$ cat src/rtl/shared_unit_responder_pkg.sv
// Shared definitions for the 4-request round-robin path: state encoding and one-hot helpers.
// The arbiter bench also uses onehot_valid.
package rr_pkg;
  localparam int NUM_REQ = 4;

  typedef enum logic [1:0] {
    IDLE = 2'd0,
    BUSY = 2'd1,
    DONE = 2'd2
  } state_t;

  function automatic logic [1:0] onehot_idx(input logic [NUM_REQ-1:0] oh);
    logic [1:0] r;
    r = '0;
    for (int i = 0; i < NUM_REQ; i++) begin
      if (oh[i]) r = 2'(i);
    end
    return r;
  endfunction

  // Exactly one bit set: nonzero, and clearing the lowest set bit leaves nothing.
  function automatic logic onehot_valid(input logic [NUM_REQ-1:0] oh);
    return (oh != '0) && ((oh & (oh - 1'b1)) == '0);
  endfunction
endpackage

$ cat src/rtl/shared_unit_responder_if.sv
// Grant/operand/completion bundle between the arbiter side (master) and the responder (slave).
interface shared_unit_responder_if #(parameter int DATA_W = 8);
  import rr_pkg::*;

  logic [NUM_REQ-1:0]        gnt;
  logic [NUM_REQ*DATA_W-1:0] din;
  logic                      ready;
  logic                      busy;
  logic [NUM_REQ-1:0]        req_mask;
  logic [NUM_REQ-1:0]        done;
  logic [DATA_W-1:0]         dout;
  logic                      err;
  logic [7:0]                drop_cnt;

  modport master (output gnt, din,
                  input  ready, busy, req_mask, done, dout, err, drop_cnt);
  modport slave  (input  gnt, din,
                  output ready, busy, req_mask, done, dout, err, drop_cnt);
endinterface

$ cat src/rtl/shared_unit_responder_onehot_encode.sv
// Combinational 4-bit one-hot to 2-bit index with an exactly-one-set flag. Zero latency.
module onehot_encode
  import rr_pkg::*;
(
  input  logic [NUM_REQ-1:0] onehot,
  output logic [1:0]         idx,
  output logic               valid
);
  assign idx   = onehot_idx(onehot);
  assign valid = onehot_valid(onehot);
endmodule

$ cat src/rtl/shared_unit_responder.sv
// Shared execution unit behind the arbiter grant: result = operand+1, done pulse LAT edges after accept.
// Grants arriving while BUSY, or multi-hot grants, are discarded and counted; ready is low in BUSY.
module shared_unit_responder
  import rr_pkg::*;
#(
  parameter int DATA_W = 8,
  parameter int LAT    = 3
)(
  input  logic                    Clk,
  input  logic                    Rst,
  shared_unit_responder_if.slave  bus
);
  localparam int CW = $clog2(LAT + 1);

  state_t              state, state_nx;
  logic [CW-1:0]       cnt;
  logic [1:0]          gnt_idx;
  logic [1:0]          idx;
  logic                gnt_ok;
  logic                any_gnt;
  logic                accept;
  logic                finish;
  logic [DATA_W-1:0]   operand;

  onehot_encode u_enc (
    .onehot (bus.gnt),
    .idx    (gnt_idx),
    .valid  (gnt_ok)
  );

  assign any_gnt  = |bus.gnt;
  assign bus.ready = (state != BUSY);
  assign bus.busy  = (state == BUSY);

  always_comb begin
    state_nx = state;
    accept   = 1'b0;
    finish   = 1'b0;
    case (state)
      IDLE: begin
        if (gnt_ok) begin
          accept   = 1'b1;
          state_nx = BUSY;
        end
      end
      BUSY: begin
        if (cnt == '0) begin
          finish   = 1'b1;
          state_nx = DONE;
        end
      end
      DONE: begin
        // Back-to-back issue: a clean grant in the DONE cycle goes straight to BUSY.
        if (gnt_ok) begin
          accept   = 1'b1;
          state_nx = BUSY;
        end else begin
          state_nx = IDLE;
        end
      end
      default: state_nx = IDLE;
    endcase
  end

  always_ff @(posedge Clk) begin
    if (Rst) state <= IDLE;
    else     state <= state_nx;
  end

  always_ff @(posedge Clk) begin
    if (Rst) begin
      cnt          <= '0;
      idx          <= '0;
      operand      <= '0;
      bus.req_mask <= '0;
      bus.done     <= '0;
      bus.dout     <= '0;
      bus.err      <= 1'b0;
      bus.drop_cnt <= '0;
    end else begin
      bus.err  <= any_gnt && !gnt_ok;
      bus.done <= '0;
      if (any_gnt && !accept && (bus.drop_cnt != 8'hFF))
        bus.drop_cnt <= bus.drop_cnt + 8'd1;
      if (accept) begin
        idx          <= gnt_idx;
        operand      <= bus.din[gnt_idx*DATA_W +: DATA_W];
        cnt          <= CW'(LAT - 1);
        bus.req_mask <= bus.gnt;
      end else if ((state == BUSY) && (cnt != '0)) begin
        cnt <= cnt - 1'b1;
      end
      if (finish) begin
        bus.done     <= NUM_REQ'(1) << idx;
        bus.dout     <= operand + 1'b1;
        bus.req_mask <= '0;
      end
    end
  end
endmodule

$ cat src/flat_wrapper.sv
// flat-port wrapper written by rule: the top's interface ports become plain ports
module shared_unit_responder_flat import rr_pkg::*;
#(
  parameter int DATA_W = 8,
  parameter int LAT    = 3
)
  (Clk, Rst, bus_gnt, bus_din, bus_ready, bus_busy, bus_req_mask, bus_done, bus_dout, bus_err, bus_drop_cnt);
  shared_unit_responder_if #(.DATA_W(DATA_W)) bus_i ();
  input  logic Clk;
  input  logic Rst;
  input wire logic [$bits(bus_i.gnt)-1:0] bus_gnt;
  input wire logic [$bits(bus_i.din)-1:0] bus_din;
  output wire logic [$bits(bus_i.ready)-1:0] bus_ready;
  output wire logic [$bits(bus_i.busy)-1:0] bus_busy;
  output wire logic [$bits(bus_i.req_mask)-1:0] bus_req_mask;
  output wire logic [$bits(bus_i.done)-1:0] bus_done;
  output wire logic [$bits(bus_i.dout)-1:0] bus_dout;
  output wire logic [$bits(bus_i.err)-1:0] bus_err;
  output wire logic [$bits(bus_i.drop_cnt)-1:0] bus_drop_cnt;
  assign bus_i.gnt = bus_gnt;
  assign bus_i.din = bus_din;
  assign bus_ready = bus_i.ready;
  assign bus_busy = bus_i.busy;
  assign bus_req_mask = bus_i.req_mask;
  assign bus_done = bus_i.done;
  assign bus_dout = bus_i.dout;
  assign bus_err = bus_i.err;
  assign bus_drop_cnt = bus_i.drop_cnt;
  shared_unit_responder #(.DATA_W(DATA_W), .LAT(LAT)) u_core (.Clk(Clk), .Rst(Rst), .bus(bus_i));
endmodule
$ cat config.mk
export PLATFORM = sky130hd
export DESIGN_NAME = shared_unit_responder_flat
export DESIGN_NICKNAME = d
export VERILOG_FILES = /design/src/rtl/shared_unit_responder_pkg.sv /design/src/rtl/shared_unit_responder_if.sv /design/src/rtl/shared_unit_responder_onehot_encode.sv /design/src/rtl/shared_unit_responder.sv /design/src/flat_wrapper.sv
export SDC_FILE = /design/constraint.sdc
export NUM_CORES = 1
export LEC_CHECK = 0
export ABC_AREA = 1
export CORE_ASPECT_RATIO = 1.5
export CORE_UTILIZATION = 51
export CTS_BUF_LIST = sky130_fd_sc_hd__clkbuf_4 sky130_fd_sc_hd__clkbuf_8
export CTS_CLUSTER_SIZE = 8
export DETAILED_ROUTE_END_ITERATION = 8
export PLACE_DENSITY = 0.87
export SYNTH_ARGS = -nofsm -noshare
export SYNTH_HDL_FRONTEND = slang
export SYNTH_SLANG_ARGS = --single-unit
$ cat constraint.sdc
create_clock -name Clk -period 3.75 [get_ports Clk]
set_input_delay 1.125 -clock Clk [delete_from_list [all_inputs] [get_ports Clk]]
set_output_delay 1.125 -clock Clk [all_outputs]
set_load 0.02 [all_outputs]
==> flow_summary.ini <==
[synthesis]
synth_cells = 275
ys_seq_elements = 39
yosysUniqueCellTypes = 30
synth_edf_count = 0
syn_area_per_cell_um2 = 7.28
yosysSeqAreaShare_pct = 39.0
async_reset_ff_share_pct = 0
synth_flop_cell = dfxtp_1
yosysWarnings = 0
synth_nets = 316
synth_area_um2 = 2000

[clock_tree]
ctsResizeCount = 0
htree_levels = 2
cts_inserted_buffers = 5
cts.clk_slew.worst_paths_ns = 0.08
cts_tree = done
cts_hold_buf = 0
postCtsSetupBuffers = 0
clk_latency_ns = 0.30
cts.sinks = 39
clockBufferDepth = 2
cts-root-buf = clkbuf_8

[drt]
wl_um = 5180
postRouteAntennaNets = 0
viasPerCell = 5.34
vias = 2054
drtIter0Drc = 54
drtPass1Iterations = 4
wl_per_cell_um = 13.5
drc = 0

[pwr]
switching_power_uw = 280
p_seq_share_pct = 42.6
p_clk_share_pct = 38.6
p_int_uw = 798
powerDensity_nw_per_um2 = 386
finalPower_uw = 1080
swShare_pct = 26.0
vdd.ir_drop.worst_mv = 0.343
comb_power_share_pct = 18.8
p_leak_uw = 0.00115

[sta]
setup_viol = 0
post-route-period-util_pct = 76.2
finalMaxSlewViolations = 0
rsz0062_at_grt = false
slew-limit-headroom_pct = 63.1
worst_pin_slew_ns = 0.552
skew_ns = 0.00310
finalSetupTns_ns = 0
fin_crit_ns = 2.86
hold_violations = 0
fmax_mhz = 350

[grt]
antenna_found_initial = 0
use_met2_pct = 51.8
grt_pass1_wl_um = 8410
grt_use_total_pct = 27.1
grt-ovfl-total = 0
grt_pass1_vias = 1935
busiest_layer = met2
grt_use_met3_pct = 5.36
grt_max_degree = 23
grtUsageMet1_pct = 26.9

[worst_setup_path]
path_depth = 8
worst_path_max_delay_cell = clkdlybuf4s50_1
cp_num_buf_inv = 1
path_delay_family = simple AND/OR/NAND/NOR gates
r2r_end = u_core.bus.drop_cnt[1]
cp-startpoint = bus_gnt[1]
reg2reg_setup_slack_ns = 2.11
critPathMaxStageDelay_ns = 0.76
crit_fanout = 22
rr_worst_depth = 7
worstPathCellList = clkdlybuf4s50_1, nor2_1, nand2_4, nand2_2, nor2_4, nor2_2, nand3_1, a21oi_1
required_ns = 3.94
r2r-start = u_core.bus.drop_cnt[0]
start_kind = input pin
worstSetupPathType = in -> reg
cp-end-kind = flop
endpoint = u_core.bus.drop_cnt[5]
arrival_ns = 3.05

[floorplanning]
start_util_pct = 53.9
rows = 27
dieHeight_um = 78.8
core_region_area_um2 = 3720
pin_count = 65
fp.dieArea_um2 = 4190
die_w_um = 53.2

[finish]
layout-drive-gt1-share_pct = 9.94
finalNetCount = 382
seqCellArea_um2 = 781
fillers = 294
num_antenna_cells = 0
multiInputGateArea_um2 = 1060
areaGrowthSynthToFinish_pct = 39.5

[placement]
globalplace.congestion = 0.857
io_buffers = 64
hpwl_um = 3870

[run]
drv_cap = 0

[min_path]
hp-class = reg -> reg

[run_status]
outcome = finished, final reports clean
## sequential cells by signal, indices dropped and copies added, names as in the netlist
register / cells
u_core.bus.dout: 8
u_core.cnt: 2
u_core.bus.done: 4
u_core.bus.drop_cnt: 8
u_core.state: 2
u_core.operand: 8
u_core.bus.req_mask: 4
u_core.idx: 2
u_core.bus.err: 1
## metal layers
metal,up-vias,part of all wire (%)
met1,946,37
met5,-,0
met2,59,55
met3,13,5.3
li1,1036,-
met4,0,2.2
## kinds of logic (layout without fill, tap and decap cells)
family,Yosys count,in the layout,synth area share [%]
simple gates,134,134,31.4
compound gates,58,58,16.7
flops,39,39,39.0
buf+inv,34,101,7.93
xor+xnor,7,7,3.06
fa+ha+maj,3,3,1.87
## power groups by stage
stage	Sequential, uW	Combinational (uW)	Clock [uW]
finish	459	203	417
global route	462	222	442
CTS	459	203	420
detailed placement	468	200	0
global placement	467	196	0
floorplan	477	104	0
## metrics by stage
| step | util (%) | instances | hold WS, ns | setup slack [ns] | instance area [um2] |
|---|---|---|---|---|---|
| after floorplan | - | 275 | 0.442 | 1.68 | 2000 |
| after global placement | 71.5 | 377 | 0.462 | 0.691 | 2660 |
| after detailed placement | 71.5 | 377 | 0.466 | 0.627 | 2660 |
| after CTS | 75.2 | 385 | 0.480 | 0.923 | 2800 |
| after global routing | 75.2 | 385 | 0.497 | 0.802 | 2800 |
| final | 75.2 | 385 | 0.476 | 0.893 | 2800 |
## cells in the mapped netlist, types with 4 or more instances
library cell,count,area share [%]
nor2_1,49,9.2
nand2_1,40,7.5
dfxtp_1,39,39
inv_1,22,4.1
o21ai_0,22,5.5
a21oi_1,18,4.5
nand3_1,16,4.0
o21ai_1,10,2.5
nor3_1,6,1.5
xor2_1,6,2.6
nor2_2,5,1.6
a211oi_2,4,2.5
nand2_2,4,1.2
nand4_1,4,1.2
## worst reg2reg max path, stage by stage (launching register included)
cell and delay [ns]:
dfxtp_1 0.44, ha_1 0.22, nand2_1 0.07, inv_1 0.14, nand4_2 0.27, nand3_4 0.23
nand2_1 0.07, a21oi_1 0.14
## area by class of cell
type                    instances  share of cell area, %
clock buffers                   5                   2.46
flip-flops and latches         39                   27.9
repair buffers                 67                   23.7
clock inverters                 3                   2.42
well taps                      43                   1.92
inverters                      26                   3.49
multi-input cells             202                   38.0
## how the worst min path moves through the flow
stage / start / endpoint / slack, ns / cells past startpoint
floorplan: u_core.idx[0] / u_core.bus.done[2] / 0.44 / 1
global placement: u_core.bus.dout[6] / u_core.bus.dout[6] / 0.46 / 2
detailed placement: u_core.bus.dout[1] / u_core.bus.dout[1] / 0.47 / 2
CTS: u_core.bus.dout[1] / u_core.bus.dout[1] / 0.48 / 2
global route: u_core.bus.dout[1] / u_core.bus.dout[1] / 0.50 / 2
finish: u_core.bus.dout[4] / u_core.bus.dout[4] / 0.48 / 2
## cell usage in the layout, fill, tap and decap left out, types with 4 or more instances in the layout
master and instances:
a211oi_2 4, a21oi_1 18, clkbuf_8 5, clkdlybuf4s50_1 64
dfxtp_1 39, inv_1 22, nand2_1 40, nand2_2 4
nand3_1 16, nand4_1 4, nor2_1 49, nor2_2 5
nor3_1 6, o21ai_0 22, o21ai_1 10, xor2_1 6
Power figures use the tool's default switching activity.
